==> config.mk <==
export PLATFORM = sky130hd
export DESIGN_NAME = sa_sequencer_flat
export DESIGN_NICKNAME = d
export VERILOG_FILES = /design/src/rtl/sa_pkg.sv /design/src/rtl/sa_sequencer_if.sv /design/src/rtl/sa_skew_gen.sv /design/src/rtl/sa_sequencer.sv /design/src/flat_wrapper.sv
export SDC_FILE = /design/constraint.sdc
export NUM_CORES = 1
export LEC_CHECK = 0
export CORE_UTILIZATION = 52
export DETAILED_ROUTE_END_ITERATION = 8
export PLACE_DENSITY = 0.74
export SLEW_MARGIN = 20
export SYNTH_ARGS = -nofsm -noshare
export SYNTH_HDL_FRONTEND = slang
export SYNTH_SLANG_ARGS = --single-unit
==> constraint.sdc <==
create_clock -name clk -period 2.55 [get_ports clk]
set_input_delay 0.51 -clock clk [delete_from_list [all_inputs] [get_ports clk]]
set_output_delay 0.51 -clock clk [all_outputs]
set_load 0.005 [all_outputs]
==> src/rtl/sa_pkg.sv <==
`default_nettype none
// ============================================================================
// Module   : sa_pkg
// Purpose  : Shared states and array dimensions for the systolic-array sequencer.
// Revision : 1.0
// ============================================================================
package sa_pkg;

    typedef enum logic [2:0] {
        IDLE  = 3'd0,
        LOAD  = 3'd1,
        FEED  = 3'd2,
        DRAIN = 3'd3,
        DONE  = 3'd4
    } state_e;

    localparam int ROW_NUM_DEF     = 4;
    localparam int BUFFER_SIZE_DEF = 4;

    localparam int FEED_CYC  = BUFFER_SIZE_DEF + ROW_NUM_DEF - 1;
    localparam int DRAIN_CYC = 2 * ROW_NUM_DEF - 1;

    // Lets parameterised instances derive the same phase lengths.
    function automatic int feed_cyc(input int rows, input int bsz);
        return bsz + rows - 1;
    endfunction

    function automatic int drain_cyc(input int rows);
        return 2 * rows - 1;
    endfunction

endpackage
`default_nettype wire

==> src/rtl/sa_sequencer_if.sv <==
`default_nettype none
// ============================================================================
// Module   : sa_sequencer_if
// Purpose  : Word-pair load handshake plus buffer/PE steering for the sequencer.
// Revision : 1.0
// ============================================================================
interface sa_sequencer_if
    import sa_pkg::*;
#(
    parameter int ROW_NUM = ROW_NUM_DEF
);
    logic               start;
    logic               data_valid;
    logic               read_data;
    logic [ROW_NUM-1:0] in_valid_A;
    logic [ROW_NUM-1:0] in_valid_B;
    logic [ROW_NUM-1:0] mux_select;
    logic               pe_clear;
    logic               busy;
    logic               done;

    modport master (
        output start, data_valid,
        input  read_data, in_valid_A, in_valid_B, mux_select, pe_clear, busy, done
    );

    modport slave (
        input  start, data_valid,
        output read_data, in_valid_A, in_valid_B, mux_select, pe_clear, busy, done
    );
endinterface
`default_nettype wire

==> src/rtl/sa_skew_gen.sv <==
`default_nettype none
// ============================================================================
// Module   : sa_skew_gen
// Purpose  : Registered diagonal skew decode of feed step t into mux_select.
// Revision : 1.0
// ============================================================================
module sa_skew_gen
    import sa_pkg::*;
#(
    parameter int ROW_NUM     = ROW_NUM_DEF,
    parameter int BUFFER_SIZE = BUFFER_SIZE_DEF,
    parameter int T_W         = 4
) (
    input  wire logic               clk,
    input  wire logic               rst_n,
    input  wire logic               en,
    input  wire logic [T_W-1:0]     t,
    output logic      [ROW_NUM-1:0] mux_select
);
    logic [ROW_NUM-1:0] mux_select_d;
    logic [ROW_NUM-1:0] mux_select_q;

    // Row r sees its buffer during steps r .. r+BUFFER_SIZE-1.
    for (genvar r = 0; r < ROW_NUM; r++) begin : g_row
        always_comb begin
            mux_select_d[r] = en && (32'(t) >= r) && (32'(t) < r + BUFFER_SIZE);
        end
    end

    always_ff @(posedge clk or negedge rst_n) begin
        if (!rst_n) begin
            mux_select_q <= '0;
        end else begin
            mux_select_q <= mux_select_d;
        end
    end

    assign mux_select = mux_select_q;

endmodule
`default_nettype wire

==> src/rtl/sa_sequencer.sv <==
`default_nettype none
// ============================================================================
// Module   : sa_sequencer
// Purpose  : Load / skewed feed / drain controller for the 4x4 systolic array.
// Revision : 1.0
// ============================================================================
module sa_sequencer
    import sa_pkg::*;
#(
    parameter int ROW_NUM     = ROW_NUM_DEF,
    parameter int BUFFER_SIZE = BUFFER_SIZE_DEF,
    parameter int CNT_W       = $clog2(ROW_NUM * BUFFER_SIZE + 1)
) (
    input wire logic         clk,
    input wire logic         rst_n,
    sa_sequencer_if.slave    bus
);
    localparam int TOTAL   = ROW_NUM * BUFFER_SIZE;
    localparam int N_FEED  = feed_cyc(ROW_NUM, BUFFER_SIZE);
    localparam int N_DRAIN = drain_cyc(ROW_NUM);
    localparam int PH_MAX  = (N_FEED > N_DRAIN) ? N_FEED : N_DRAIN;
    localparam int PH_W    = $clog2(PH_MAX + 1);
    localparam int RW      = (ROW_NUM > 1) ? $clog2(ROW_NUM) : 1;
    localparam int COL_W   = (BUFFER_SIZE > 1) ? $clog2(BUFFER_SIZE) : 1;

    state_e             state_d,    state_q;
    logic [CNT_W-1:0]   word_cnt_d, word_cnt_q;
    logic [RW-1:0]      row_cnt_d,  row_cnt_q;
    logic [COL_W-1:0]   col_cnt_d,  col_cnt_q;
    logic [PH_W-1:0]    ph_cnt_d,   ph_cnt_q;
    logic               pe_clear_d, pe_clear_q;
    logic               accept_w;
    logic               feed_en_w;
    logic [ROW_NUM-1:0] strobe_w;

    always_comb begin
        state_d    = state_q;
        word_cnt_d = word_cnt_q;
        row_cnt_d  = row_cnt_q;
        col_cnt_d  = col_cnt_q;
        ph_cnt_d   = ph_cnt_q;
        pe_clear_d = 1'b0;
        accept_w   = 1'b0;
        feed_en_w  = 1'b0;
        case (state_q)
            IDLE: begin
                if (bus.start) begin
                    state_d    = LOAD;
                    pe_clear_d = 1'b1;
                    word_cnt_d = '0;
                    row_cnt_d  = '0;
                    col_cnt_d  = '0;
                    ph_cnt_d   = '0;
                end
            end
            LOAD: begin
                accept_w = bus.data_valid;
                if (accept_w) begin
                    word_cnt_d = word_cnt_q + CNT_W'(1);
                    if (col_cnt_q == COL_W'(BUFFER_SIZE - 1)) begin
                        col_cnt_d = '0;
                        row_cnt_d = row_cnt_q + RW'(1);
                    end else begin
                        col_cnt_d = col_cnt_q + COL_W'(1);
                    end
                    if (word_cnt_q == CNT_W'(TOTAL - 1)) begin
                        state_d   = FEED;
                        ph_cnt_d  = '0;
                        feed_en_w = 1'b1;
                    end
                end
            end
            FEED: begin
                // feed_en_w/ph_cnt_d describe the next cycle so the skew register lines up.
                if (ph_cnt_q == PH_W'(N_FEED - 1)) begin
                    state_d  = DRAIN;
                    ph_cnt_d = '0;
                end else begin
                    ph_cnt_d  = ph_cnt_q + PH_W'(1);
                    feed_en_w = 1'b1;
                end
            end
            DRAIN: begin
                if (ph_cnt_q == PH_W'(N_DRAIN - 1)) begin
                    state_d  = DONE;
                    ph_cnt_d = '0;
                end else begin
                    ph_cnt_d = ph_cnt_q + PH_W'(1);
                end
            end
            DONE:    state_d = IDLE;
            default: state_d = IDLE;
        endcase
    end

    always_comb begin
        strobe_w = '0;
        for (int r = 0; r < ROW_NUM; r++) begin
            strobe_w[r] = accept_w && (row_cnt_q == RW'(r));
        end
    end

    always_ff @(posedge clk or negedge rst_n) begin
        if (!rst_n) begin
            state_q    <= IDLE;
            word_cnt_q <= '0;
            row_cnt_q  <= '0;
            col_cnt_q  <= '0;
            ph_cnt_q   <= '0;
            pe_clear_q <= 1'b0;
        end else begin
            state_q    <= state_d;
            word_cnt_q <= word_cnt_d;
            row_cnt_q  <= row_cnt_d;
            col_cnt_q  <= col_cnt_d;
            ph_cnt_q   <= ph_cnt_d;
            pe_clear_q <= pe_clear_d;
        end
    end

    sa_skew_gen #(
        .ROW_NUM     (ROW_NUM),
        .BUFFER_SIZE (BUFFER_SIZE),
        .T_W         (PH_W)
    ) u_skew (
        .clk        (clk),
        .rst_n      (rst_n),
        .en         (feed_en_w),
        .t          (ph_cnt_d),
        .mux_select (bus.mux_select)
    );

    assign bus.read_data  = (state_q == LOAD);
    assign bus.in_valid_A = strobe_w;
    assign bus.in_valid_B = strobe_w;
    assign bus.pe_clear   = pe_clear_q;
    assign bus.busy       = (state_q != IDLE);
    assign bus.done       = (state_q == DONE);

endmodule
`default_nettype wire

==> src/flat_wrapper.sv <==
// flat-port wrapper written by rule: the top's interface ports become plain ports
module sa_sequencer_flat import sa_pkg::*;
#(
    parameter int ROW_NUM     = ROW_NUM_DEF,
    parameter int BUFFER_SIZE = BUFFER_SIZE_DEF,
    parameter int CNT_W       = $clog2(ROW_NUM * BUFFER_SIZE + 1)
)
  (clk, rst_n, bus_start, bus_data_valid, bus_read_data, bus_in_valid_A, bus_in_valid_B, bus_mux_select, bus_pe_clear, bus_busy, bus_done);
  sa_sequencer_if #(.ROW_NUM(ROW_NUM)) bus_i ();
  input wire logic clk;
  input wire logic rst_n;
  input wire logic [$bits(bus_i.start)-1:0] bus_start;
  input wire logic [$bits(bus_i.data_valid)-1:0] bus_data_valid;
  output wire logic [$bits(bus_i.read_data)-1:0] bus_read_data;
  output wire logic [$bits(bus_i.in_valid_A)-1:0] bus_in_valid_A;
  output wire logic [$bits(bus_i.in_valid_B)-1:0] bus_in_valid_B;
  output wire logic [$bits(bus_i.mux_select)-1:0] bus_mux_select;
  output wire logic [$bits(bus_i.pe_clear)-1:0] bus_pe_clear;
  output wire logic [$bits(bus_i.busy)-1:0] bus_busy;
  output wire logic [$bits(bus_i.done)-1:0] bus_done;
  assign bus_i.start = bus_start;
  assign bus_i.data_valid = bus_data_valid;
  assign bus_read_data = bus_i.read_data;
  assign bus_in_valid_A = bus_i.in_valid_A;
  assign bus_in_valid_B = bus_i.in_valid_B;
  assign bus_mux_select = bus_i.mux_select;
  assign bus_pe_clear = bus_i.pe_clear;
  assign bus_busy = bus_i.busy;
  assign bus_done = bus_i.done;
  sa_sequencer #(.ROW_NUM(ROW_NUM), .BUFFER_SIZE(BUFFER_SIZE), .CNT_W(CNT_W)) u_core (.clk(clk), .rst_n(rst_n), .bus(bus_i));
endmodule
After elaboration in Yosys (flattened, before gate mapping)
Cells that the tools add are included.

word-level totals
  output and inout bits = 16
  logic and storage cells = 81
  flip-flop bits (word level) = 20

operators by class
  add/sub/neg operators = 4
  muxes and demuxes = 28
  order comparisons = 7
  reductions and logical operators = 19
  equal/unequal tests = 16

operators with widths
  kind                   number
  $mux W3                9
  $lt A3 B3 Y1 const B   4
  $pmux W3 S4            1
  $logic_and A1 B1 Y1    11
  $mux W2                5
  $mux W5                2
  $pmux W5 S2            1
  $pmux W3 S3            1
  $ne A2 B1 Y1 const B   4
  $pmux W2 S2            2
  $eq A2 B2 Y1 const B   3
  $eq A3 B2 Y1 const B   2
  $eq A3 B3 Y1 const B   2
  $ge A3 B2 Y1 const B   2
  $mux W1                6
  $add A5 B1 Y5 const B  1
  $eq A5 B4 Y1 const B   1
  $reduce_and A5 Y1      1
  $add A2 B1 Y2 const B  2
  $ne A2 B2 Y1 const B   2
  $reduce_and A4 Y1      1
  $add A3 B1 Y3 const B  1
  $eq A3 B1 Y1 const B   1
  $ge A3 B1 Y1 const B   1
  other kinds (8)        8

Longest topological paths before layout
Gate-level depths: netlist of run 1.

  depth in word-level cells = 7
  depth in mapped cells = 9
  gate-level depth less buffers = 8

Cells and area by module
Synthesis of run 1 repeated with hierarchy kept, for this count alone.

unflattened totals
  cell total of the unflattened synthesis = 115
  area, all modules = 1,147.4 um^2

by module, submodules not included
  module        times used  area each (um^2)  cells each  sequential area each (um^2)
  sa_sequencer  1           991.0             102         400.4
  sa_skew_gen   1           156.4             13          100.1

Worst setup path after synthesis of run 1
Ideal clock, no wire load.

  kind = flip-flop to flip-flop
  from = reg u_core.word_cnt_q[0]
  to = reg u_core.u_skew.mux_select_q[1] (netlist: u_core.u_skew.mux_select[1])
  required time = 2.432 ns
  data arrival time = 1.661 ns
  path slack = 0.771 ns
  cell stages (with the launch flop) = 9
  buffers on the path = 0
  setup time = 0.118 ns
  cell sequence = dfrtp_1 > ha_1 > and3_1 > ha_1 > nand3_2 > nand3_1 > a31oi_1 > nor4b_2 > a21o_1

on the way
  cells in the longest elaborated chain, start to end = 7

RTL lines
  element                            line                 RTL
  start: declaration                 sa_sequencer.sv:27   logic [CNT_W-1:0] word_cnt_d, word_cnt_q;
  start signal: assignment           sa_sequencer.sv:113  word_cnt_q <= word_cnt_d;
  $eq A5 B4 Y1 *                     sa_sequencer.sv:66   if (word_cnt_q == CNT_W'(TOTAL - 1)) begin
  $mux W3 *                          sa_sequencer.sv:66
  $mux W3 *                          sa_sequencer.sv:58   if (accept_w) begin
  $pmux W3 S3 *                      sa_sequencer.sv:45   case (state_q)
  via u_core.ph_cnt_d[0]             sa_sequencer.sv:30   logic [PH_W-1:0] ph_cnt_d, ph_cnt_q;
  $ge A3 B1 Y1                       sa_skew_gen.sv:26    mux_select_d[r] = en && (32'(t) >= r) && (32'(t) < r + BUFFER_SIZE);
  $logic_and A1 B1 Y1                sa_skew_gen.sv:26
  $logic_and A1 B1 Y1 *              sa_skew_gen.sv:26
  via u_core.u_skew.mux_select_d[1]  sa_skew_gen.sv:20    logic [ROW_NUM-1:0] mux_select_d;
  end signal: assignment             sa_skew_gen.sv:34    mux_select_q <= mux_select_d;
  end: declaration                   sa_skew_gen.sv:21    logic [ROW_NUM-1:0] mux_select_q;

Mark *: on every way through the listed nets, which the timed path passes. The rest lies on a longest branch.
A chain may end at the register's enable or synchronous reset.

Final worst setup path of run 1
  from = reg u_core.state_q[1]
  to = out bus_in_valid_A[1]

on the way
  cells in the longest elaborated chain, start to end = 3

RTL lines
  element                   line                 RTL
  start: declaration        sa_sequencer.sv:26   state_e state_d, state_q;
  start signal: assignment  sa_sequencer.sv:112  state_q <= state_d;
  $eq A3 B1 Y1              sa_sequencer.sv:45
  $mux W1                   sa_sequencer.sv:45
  $logic_and A1 B1 Y1       sa_sequencer.sv:99   strobe_w[r] = accept_w && (row_cnt_q == RW'(r));
  end: declaration          flat_wrapper.sv:15   output wire logic [$bits(bus_i.in_valid_A)-1:0] bus_in_valid_A;

Every way passes these cells.

==> results_dict.tcl, run 1 <==
set metrics [dict create \
    status "finished, final reports clean" \
    vdd_drop_max_mv 0.628 \
    leakagePower_nw 0.656 \
    drtAntennaViolNets 0 \
    cp-start-kind "flip-flop" \
    syn_nets 128 \
    drt_iter0_markers 16 \
    netSwitchingFraction 0.343 \
    netlist_area_sq_um 1190 \
    clk_latency_ps 310 \
    drv_slew 0 \
    setup_tns_ps 0 \
    wire_per_inst_microns 13.3 \
    layout_setup_ws_ps 187 \
    grt-ovfl-total 0 \
    wl_microns 2170 \
    finalSetupViolations 0 \
    cts.path.max_buffers 2 \
    area_delta_synth_final_pct 19.7 \
    fmax_mhz 423 \
    synth_edf_count 0 \
    min_period_ps 2360 \
    core_sq_um 2060 \
    cts_tree "done" \
    switching_power_mw 0.412 \
    num-nets-final 148 \
    gp_congestion 0.765 \
    worstPathRequired_ps 2040 \
    hp-class "flip-flop to flip-flop" \
    cp_max_fo 11 \
    power_frac_clock 0.215 \
    die_y_microns 49.8 \
    syn_inst 117 \
    final_hold_viol_count 0 \
    async_reset_ff_frac 1.00 \
    die_area_sq_um 2480 \
    total_power_mw 1.20 \
    ys.flop_type "dfrtp_1" \
    firstDrtPassIters 4 \
    antennaDiodeCount 0 \
    ios 20 \
    holdBufCountCts 0 \
    worst_pin_slew_ps 430 \
    yosysWarnings 0 \
    via_per_inst 5.45 \
    fin_worst_skew_ps 5.40 \
    h-tree-depth 1 \
    grt.total_usage 0.214 \
    cap_violations 0 \
    grt_pass1_vias 851 \
    layout_common_cells "dfrtp_1, clkdlybuf4s50_1, o21ai_1" \
    final_common_cell "dfrtp_1" \
    grt_first_pass_wirelength_microns 3890 \
    drive_above_1_share 0.154 \
    cts_resized 0 \
    finalCritPeriodShare 0.927 \
    dp_hpwl_microns 1560 \
    yosysSeqAreaShare 0.422 \
    dp_slack_ps 234 \
    maxSlewHeadroom 0.712 \
    critPathKind "flip-flop to output port" \
    drc 0 \
    clk_pin_slew_ps 110 \
    ys_ff_latch 20 \
    critPathCaptureType "output port" \
    io_buffer_count 19 \
    cts_sinks 20 \
    initial_core_util 0.575 \
    arrival_ps 1850 \
    avgSynthCellArea_sq_um 10.1 \
    row_count 16 \
    synth_cell_type_count 40 \
    seq_power_share 0.406 \
    die_width_microns 49.8 \
    routed-via-count 888 \
    intPower_mw 0.791 \
    rsz0062_at_grt "no" \
    cts_buffers 3 \
    power_density_nw_per_um2 848 \
    power_frac_comb 0.380 \
    grt_max_degree 21 \
    cts-root-buf "clkbuf_4" \
    postCtsSetupBuffers 0 \
    antenna_found_initial 0 \
]
## cells by family after synthesis
logic type	Yosys count	synth area share
buffers and inverters	15	0.0865
adders and majority gates	7	0.0738
DFF	20	0.422
and+or+nand+nor	44	0.248
xor gates and xnor gates	1	0.00739
AOI/OAI and AO/OA	29	0.154
muxes	1	0.00844
## path summary, 6_finish.rpt
path                                      start                           to  slack, ps  depth (start not counted)
setup reg to reg           u_core.word_cnt_q[0]  u_core.u_skew.mux_select[1]        520                          8
hold / removal             u_core.word_cnt_q[3]         u_core.word_cnt_q[3]        490                          1
max in group asynchronous                 rst_n            u_core.state_q[0]       1820                          2
min in group asynchronous                 rst_n           u_core.ph_cnt_q[1]        530                          2
setup / recovery              u_core.state_q[1]            bus_in_valid_A[1]        190                          5
hold reg to reg            u_core.word_cnt_q[3]         u_core.word_cnt_q[3]        490                          1
## layer usage
layer / global-route usage / routed length (microns) / up-vias
met1: 0.289 / 1020 / 418
met5: 0 / 0 / -
met4: 0.114 / 43 / 0
met3: 0.0309 / 69 / 4
li1: - / - / 445
met2: 0.331 / 1030 / 21
## power groups by stage
stage / logic (mW) / registers (mW) / clock network [mW]
6_report: 0.457 / 0.489 / 0.258
5_1_grt: 0.525 / 0.504 / 0.280
4_1_cts: 0.462 / 0.488 / 0.268
3_5_place_dp: 0.458 / 0.494 / 0
3_3_place_gp: 0.438 / 0.484 / 0
2_1_floorplan: 0.342 / 0.474 / 0
## cell usage after synthesis, types with 3 or more instances
library cell   n  area, sq um
dfrtp_1       20          500
a21oi_1        4         20.0
and3_1         6         37.5
buf_4          4         30.0
a22o_1         3         26.3
a31oi_1        4         25.0
buf_6          4         45.0
nand2_1        8         30.0
nor2_1         8         30.0
o21ai_1        9         45.0
ha_1           7         87.6
inv_1          5         18.8
## critical path: stages (launching register included)
cell and delay (ps):
dfrtp_1 420, nor2_4 140, nand2_2 110, inv_2 170, and3_1 200, clkdlybuf4s50_1 510
## cell type report
class	instances	area, sq um
clock buffers	3	22.5
clock inverters	1	30.0
fillers	177	642
inverters	6	22.5
multi-input cells	82	583
flip-flops and latches	20	500
well taps	27	33.8
repair buffers	24	228
## flip-flops by register name, summed over array words and instances, names as in the netlist
register and count:
u_core.word_cnt_q 5, u_core.u_skew.mux_select 4, u_core.ph_cnt_q 3, u_core.state_q 3, u_core.col_cnt_q 2, u_core.row_cnt_q 2, u_core.bus.pe_clear 1
## per-stage QoR
stage	area, sq um	hold WS, ps	instances	util
after floorplan	1190	214	117	-
after global placement	1370	468	159	0.663
after detailed placement	1370	470	159	0.663
after CTS	1420	490	163	0.689
after global routing	1420	523	163	0.689
final	1420	486	163	0.689
(Power assumes the default switching activity.)
==> run 2: changes to the inputs <==
GPL_TIMING_DRIVEN = 0   (was not set)
HOLD_SLACK_MARGIN = 0.12   (was not set)
==> run 2 against run 1 <==
Effect of this change:
- sequential power barely moved
- register-to-register slack got worse by 70 ps
- via count rose by 6.2%
- routed wire length rose by 5.6%
- combinational power rose by 14%
- first-iteration DRC count fell by 56%
- clock power barely moved
- clock skew fell by 3.4 ps
- die area did not move
- flip-flop and latch count did not move
==> results_dict.tcl, run 2 (synthesis gave the netlist of run 1 again) <==
set metrics [dict create \
    drive_above_1_share 0.234 \
    fin_worst_skew_ps 1.99 \
    worst_pin_slew_ps 883 \
    via_per_inst 5.48 \
    grt-ovfl-total 0 \
    power_density_nw_per_um2 829 \
    drtAntennaViolNets 0 \
    routed-via-count 943 \
    antennaDiodeCount 0 \
    cap_violations 0 \
    grt.total_usage 0.216 \
    initial_core_util 0.575 \
    largest_reg_flops 5 \
    r2r_slack_ps 450 \
    fmax_mhz 410 \
    drv_slew 0 \
    firstDrtPassIters 3 \
    finalSetupViolations 0 \
    clk_latency_ps 300 \
    gp_congestion 0.773 \
    r2r_start "u_core.word_cnt_q[0]" \
    leakagePower_nw 0.764 \
    grt_first_pass_wirelength_microns 4060 \
    maxSlewHeadroom 0.409 \
    power_frac_comb 0.409 \
    cts_buffers 3 \
    wl_microns 2290 \
    grt_max_degree 21 \
    cts.path.max_buffers 2 \
    drt_iter0_markers 7 \
    dp_hpwl_microns 1630 \
    area_delta_synth_final_pct 29.4 \
    holdBufCountCts 0 \
    wire_per_inst_microns 13.3 \
    power_frac_clock 0.204 \
    cp-start-kind "input pin" \
    die_area_sq_um 2480 \
    drc 0 \
    worstPathRequired_ps 2040 \
    final_hold_viol_count 0 \
    layout_setup_ws_ps 112 \
    arrival_ps 1930 \
    status "finished, final reports clean" \
    hold_path_end "u_core.word_cnt_q[3]" \
    seq_power_share 0.387 \
    intPower_mw 0.842 \
    regToRegEndpoint "u_core.u_skew.mux_select[1]" \
    cts_sinks 20 \
    reg2regPathDepth 8 \
    rsz0062_at_grt "no" \
    h-tree-depth 1 \
    die_width_microns 49.8 \
    cts_tree "done" \
    netSwitchingFraction 0.339 \
    layout_common_cells "dfrtp_1, clkdlybuf4s50_1, o21ai_1, buf_4" \
    final_common_cell "dfrtp_1" \
    row_count 16 \
    vdd_drop_max_mv 0.753 \
    min-delay-start "u_core.word_cnt_q[3]" \
    largest-register "u_core.word_cnt_q" \
    num-nets-final 157 \
    io_buffer_count 19 \
    critPathCaptureType "output port" \
    core_sq_um 2060 \
    die_y_microns 49.8 \
    cp_max_fo 10 \
    grt_pass1_vias 923 \
    antenna_found_initial 0 \
    total_power_mw 1.27 \
    finalCritPeriodShare 0.956 \
    switching_power_mw 0.432 \
    setup_tns_ps 0 \
    dp_slack_ps 44.2 \
    clk_pin_slew_ps 120 \
    cts-root-buf "clkbuf_4" \
    whs_path_depth 1 \
    hp-class "flip-flop to flip-flop" \
    ios 20 \
    critPathKind "input pin to output port" \
    n_fill_cell 149 \
    min_period_ps 2440 \
]
==> run 2: cell count changes in the layout (fill, tap and decap cells not counted), moves of 4 or more <==
cell and delta:
clkdlybuf4s50_1 -4, buf_6 +4, and3_1 -4, and3_4 +4, buf_4 +4, dlymetal6s2s_1 +4
==> run 2: worst max-delay path by stage <==
stage / startpoint / endpoint / slack [ps]
floorplan: u_core.word_cnt_q[0] / u_core.u_skew.mux_select[1] / 770
global placement: bus_data_valid / bus_in_valid_B[1] / 60
detailed placement: bus_data_valid / bus_in_valid_B[1] / 40
CTS: u_core.state_q[1] / bus_in_valid_B[1] / 1
global route: u_core.state_q[2] / bus_in_valid_A[3] / 30
finish: bus_data_valid / bus_in_valid_A[3] / 110
==> run 2: final cells by class <==
class	instances	area, sq um	area share
clock inverter	1	30.0	0.0196
tap	27	33.8	0.0220
multi-input combinational	82	608	0.396
sequential	20	500	0.326
timing repair buffer	24	238	0.155
buffer	9	80.1	0.0522
clock buffer	3	22.5	0.0147
inverter	6	22.5	0.0147
==> run 2: power groups by stage <==
stage,Sequential (mW),Clock (mW),Combinational (mW)
3_5_place_dp,0.495,0,0.487
5_1_grt,0.507,0.277,0.580
6_report,0.492,0.260,0.521
2_1_floorplan,0.474,0,0.342
3_3_place_gp,0.485,0,0.466
4_1_cts,0.490,0.266,0.493
==> run 2: timing repair <==
item / 4_1_cts / 5_1_grt
gates cloned: 0 / 0
gates resized for setup: 1 / 8
pin swaps: 0 / 1
hold endpoints to repair: 0 / 0
setup buffers: 0 / 5
setup endpoints to repair: 3 / 6
==> run 2: per-stage QoR <==
stage,instance area [sq um],util,instances,hold slack (ps)
2_1_floorplan,1190,-,117,214
3_3_place_gp,1410,0.684,163,460
3_5_place_dp,1410,0.684,163,465
4_1_cts,1470,0.712,167,484
5_1_grt,1540,0.745,172,531
6_report,1540,0.745,172,483
==> run 2: per-layer routing <==
metal / GRT usage / up-vias / share of wire
met5: 0 / - / 0
met4: 0.0762 / 0 / 0.0079
met3: 0.0247 / 2 / 0.031
met2: 0.378 / 21 / 0.48
met1: 0.274 / 454 / 0.48
li1: - / 466 / -
==> run 2: critical path, stage by stage <==
cell and delay [ps]:
clkdlybuf4s50_1 490, buf_2 230, and3_4 210, clkdlybuf4s50_1 490
